===== src/rtl/clk_timer_pkg.sv =====
// Shared types and defaults for the clk_down_timer slice.
package clk_timer_pkg;

    localparam int unsigned DEFAULT_WIDTH = 8;

    typedef enum logic {
        IDLE = 1'b0,
        RUN  = 1'b1
    } timer_state_t;

endpackage


===== src/rtl/clk_down_timer_if.sv =====
// Load/status bundle between a timer owner (master) and clk_down_timer (slave).
interface clk_down_timer_if #(
    parameter int unsigned WIDTH = clk_timer_pkg::DEFAULT_WIDTH
);
    logic             clr;
    logic             enable;
    logic             load_valid;
    logic [WIDTH-1:0] load_val;
    logic             load_ready;
    logic [WIDTH-1:0] out;
    logic             busy;
    logic             done;

    modport master (
        output clr, enable, load_valid, load_val,
        input  load_ready, out, busy, done
    );

    modport slave (
        input  clr, enable, load_valid, load_val,
        output load_ready, out, busy, done
    );
endinterface


===== src/rtl/clk_down_timer.sv =====
// Loadable down-counter with a registered one-cycle done pulse on expiry.
// Optional periodic reload enabled by defining CLK_DOWN_TIMER_RELOAD_EN.
module clk_down_timer
    import clk_timer_pkg::*;
#(
    parameter int unsigned WIDTH = DEFAULT_WIDTH
) (
    input  logic              clk,
    input  logic              reset,
`ifdef CLK_DOWN_TIMER_RELOAD_EN
    input  logic              auto_reload,
`endif
    clk_down_timer_if.slave   bus
);

    timer_state_t     state_q, state_d;
    logic [WIDTH-1:0] cnt_q,   cnt_d;
    logic             done_q,  done_d;
    logic             reload_hit;

`ifdef CLK_DOWN_TIMER_RELOAD_EN
    logic [WIDTH-1:0] reload_q, reload_d;
    assign reload_hit = auto_reload;
`else
    assign reload_hit = 1'b0;
`endif

    always_comb begin
        state_d = state_q;
        cnt_d   = cnt_q;
        done_d  = 1'b0;
`ifdef CLK_DOWN_TIMER_RELOAD_EN
        reload_d = reload_q;
`endif
        if (bus.clr) begin
            state_d = IDLE;
            cnt_d   = '0;
        end else begin
            unique case (state_q)
                IDLE: begin
                    if (bus.load_valid) begin
                        cnt_d = bus.load_val;
`ifdef CLK_DOWN_TIMER_RELOAD_EN
                        reload_d = bus.load_val;
`endif
                        // A zero load expires immediately without entering RUN.
                        if (bus.load_val == '0) begin
                            done_d = 1'b1;
                        end else begin
                            state_d = RUN;
                        end
                    end
                end
                RUN: begin
                    if (bus.enable) begin
                        if (cnt_q > WIDTH'(1)) begin
                            cnt_d = cnt_q - WIDTH'(1);
                        end else begin
                            done_d = 1'b1;
                            if (reload_hit) begin
`ifdef CLK_DOWN_TIMER_RELOAD_EN
                                cnt_d = reload_q;
`endif
                            end else begin
                                cnt_d   = '0;
                                state_d = IDLE;
                            end
                        end
                    end
                end
                default: begin
                    state_d = IDLE;
                    cnt_d   = '0;
                end
            endcase
        end
    end

    always_ff @(posedge clk or negedge reset) begin
        if (!reset) begin
            state_q <= IDLE;
            cnt_q   <= '0;
            done_q  <= 1'b0;
        end else begin
            state_q <= state_d;
            cnt_q   <= cnt_d;
            done_q  <= done_d;
        end
    end

`ifdef CLK_DOWN_TIMER_RELOAD_EN
    always_ff @(posedge clk or negedge reset) begin
        if (!reset) begin
            reload_q <= '0;
        end else begin
            reload_q <= reload_d;
        end
    end
`endif

    assign bus.load_ready = (state_q == IDLE) & ~bus.clr;
    assign bus.busy       = (state_q == RUN);
    assign bus.out        = cnt_q;
    assign bus.done       = done_q;

endmodule


===== src/flat_wrapper.sv =====
// flat-port wrapper written by rule: the top's interface ports become plain ports
module clk_down_timer_flat import clk_timer_pkg::*;
#(
    parameter int unsigned WIDTH = DEFAULT_WIDTH
)
  (clk, reset, bus_clr, bus_enable, bus_load_valid, bus_load_val, bus_load_ready, bus_out, bus_busy, bus_done);
  clk_down_timer_if #(.WIDTH(WIDTH)) bus_i ();
  input  logic clk;
  input  logic reset;
  input wire logic [$bits(bus_i.clr)-1:0] bus_clr;
  input wire logic [$bits(bus_i.enable)-1:0] bus_enable;
  input wire logic [$bits(bus_i.load_valid)-1:0] bus_load_valid;
  input wire logic [$bits(bus_i.load_val)-1:0] bus_load_val;
  output wire logic [$bits(bus_i.load_ready)-1:0] bus_load_ready;
  output wire logic [$bits(bus_i.out)-1:0] bus_out;
  output wire logic [$bits(bus_i.busy)-1:0] bus_busy;
  output wire logic [$bits(bus_i.done)-1:0] bus_done;
  assign bus_i.clr = bus_clr;
  assign bus_i.enable = bus_enable;
  assign bus_i.load_valid = bus_load_valid;
  assign bus_i.load_val = bus_load_val;
  assign bus_load_ready = bus_i.load_ready;
  assign bus_out = bus_i.out;
  assign bus_busy = bus_i.busy;
  assign bus_done = bus_i.done;
  clk_down_timer #(.WIDTH(WIDTH)) u_core (.clk(clk), .reset(reset), .bus(bus_i));
endmodule

===== config.mk =====
export PLATFORM = sky130hd
export DESIGN_NAME = clk_down_timer_flat
export DESIGN_NICKNAME = d
export VERILOG_FILES = /design/src/rtl/clk_timer_pkg.sv /design/src/rtl/clk_down_timer_if.sv /design/src/rtl/clk_down_timer.sv /design/src/flat_wrapper.sv
export SDC_FILE = /design/constraint.sdc
export NUM_CORES = 1
export LEC_CHECK = 0
export BUFFER_PORTS_ARGS = -buffer_cell sky130_fd_sc_hd__buf_2
export CORE_MARGIN = 5
export CORE_UTILIZATION = 44
export DETAILED_ROUTE_END_ITERATION = 10
export PLACE_DENSITY = 0.81
export SYNTH_ARGS = -nofsm -noshare
export SYNTH_HDL_FRONTEND = slang
export SYNTH_SLANG_ARGS = --single-unit

===== constraint.sdc =====
create_clock -name clk -period 2.35 [get_ports clk]
set_input_delay 0.3525 -clock clk [delete_from_list [all_inputs] [get_ports clk]]
set_output_delay 0.3525 -clock clk [all_outputs]
set_load 0.005 [all_outputs]

==> out/qor.yml <==
io_buffers: 23
antenna_found_initial: 0
layout_commonest_cell: "buf_2"
syn_nets: 88
cts_tree: "built"
syn_area_per_cell_um2: 9.050
path_class: "flip-flop to flip-flop"
tns_ps: 0
synth_top_area_cell: "dfrtp_1"
clockRootBuffer: "clkbuf_4"
cts_max_level: 1
post_cts_buffers: 0
status: "complete, no violations"
cp_max_fo: 13
cap_violations: 0
slew_violations: 0
start_kind: "flip-flop"
drt_iter0_markers: 25
final_cell_mix: "buf_2 (23), dfrtp_1 (10), nor2_1 (5)"
wl_mm: 1.710
dpl_cell_area_um2: 788.3
power_mw: 0.5415
power.density_mw_per_mm2: 648.9
grt_start_max_net_pins: 14
via_per_inst: 6.165
dieWidth_um: 48.75
grt_pass1_vias: 676
p_leak_nw: 0.4109
io_pins: 24
yosysTopAreaCellShare: 0.3788
first_pass_iters: 5
ant_nets: 0
nets: 115
clkTransAtPathRegs_ps: 70
finalHoldViolations: 0
slew_headroom: 0.6644
worstSetupEndpointType: "flip-flop"
synth_top_cells_by_area: "dfrtp_1 (38%), a221o_1 (6.1%), a211o_1 (4.0%)"
seq_area_frac_synth: 0.3788
clock_skew_ps: 0.5179
ys_warn_count: 0
cts_sinks: 10
place_congestion: 0.7782
start_util: 0.4490
cts_resized: 0
grt_pass1_wl_mm: 2.973
fp-row-count: 14
setup_viol: 0
clk_path_buf_depth: 2
syn_area_um2: 660.6
die-height_um: 48.75
worst_pin_slew_ps: 502.3
via_count: 709
final_area_um2: 834.6
postSynthCellCount: 73
avgRoutedWirePerCell_um: 14.87
coreArea_mm2: 0.001471
timing.fmax_mhz: 500.0
cts_buffers: 3
ys_types: 32
ir_worst_vdd_uv: 342.3
period_needed_ps: 2000
hp-start: "bus_clr"
startpoint: "u_core.bus.busy"
antenna_cells: 0
die_area_mm2: 0.002377
hp-class: "input pin to flip-flop"
cp.required_ps: 2520
ys_ff_latch: 10
post-route-drc-count: 0
area_delta_synth_final_pct: 26.33
drive_above_1_share: 0.3232
grt_overflow_total: 0
clk-insertion-delay-late_ps: 270
r2r_start: "u_core.bus.busy"
crit_arrival_ps: 2170
rsz0062_at_grt: "no"
grt_usage: 0.1534
hpwl_mm: 1.324
ctsHoldBuffers: 1
fin_crit_sh: 0.8511
[routing by layer]
layer,global-route usage,share of wire,vias to the layer above
met5,0,0,-
li1,-,-,336
met3,0.03681,0.086,6
met4,0.06726,0.020,0
met2,0.2348,0.48,38
met1,0.2030,0.42,329
[flip-flops by register name, summed over array words and instances (netlist names)]
name and count:
u_core.bus.done 1, u_core.bus.out 8, u_core.bus.busy 1
[cells by family after synthesis]
| family | after synthesis | synth area share |
|---|---|---|
| AND/OR/NAND/NOR | 36 | 0.3144 |
| buffers and inverters | 5 | 0.02841 |
| multiplexers | 1 | 0.01515 |
| flip-flops | 10 | 0.3788 |
| adder cells (fa/ha/maj) | 2 | 0.03787 |
| XOR/XNOR | 1 | 0.01326 |
| AO/OA/AOI/OAI | 18 | 0.2122 |
[area by class of cell]
cell class	instances	area (µm²)
timing repair buffer	24	125.1
tap	16	20.02
multi-input combinational	58	391.6
inverter	3	11.26
fill	139	636.9
clock buffer	4	36.28
sequential	10	250.2
[per-stage QoR]
step / std cells / hold WS [ps] / worst slack [ps] / util
6_report: 115 / 320.0 / 350.0 / 0.5672
5_1_grt: 115 / 325.5 / 211.6 / 0.5672
4_1_cts: 115 / 316.5 / 356.7 / 0.5672
3_5_place_dp: 110 / 234.3 / 395.3 / 0.5357
3_3_place_gp: 110 / 225.0 / 509.7 / 0.5357
2_1_floorplan: 73 / 56.91 / 611.2 / -
[power by group]
| group | leakage [nW] | switching (mW) | internal [mW] |
|---|---|---|---|
| sequential | 0.133 | 0.0291 | 0.189 |
| combinational | 0.257 | 0.0799 | 0.0846 |
| clock | 0.0210 | 0.0649 | 0.0942 |
[critical path: stages (launching register included)]
cell and delay, ps:
dfrtp_1 570, mux2i_1 460, nor2b_1 490, nor3_1 100, a311oi_1 280
[worst paths after layout]
kind	slack (ps)	to	cells after the start
min in group asynchronous	470	u_core.bus.out[5]	2
max in group asynchronous	1680	u_core.bus.busy	2
worst min-delay path	320	u_core.bus.done	2
worst min register to register	560	u_core.bus.out[7]	1
worst max register to register	350	u_core.bus.out[7]	4
worst max-delay path	350	u_core.bus.out[7]	4
[synthesized netlist by cell type (all sizes together)]
cell type,n
nor2b,2
nor3,4
clkbuf,2
nor3b,2
a221o,4
mux2i,1
a311oi,1
a211o,3
xnor2,1
a21oi,4
o21bai,1
nand2,4
nand3b,2
or2,2
o31ai,1
nand4,1
nor2,5
o211ai,1
ha,2
a31oi,1
or3b,1
and2,1
inv,3
a31o,1
nor4,3
dfrtp,10
or4,2
or3,1
a22oi,1
and3,3
nand3,3
Note: power is estimated with default switching activity, not from simulation.
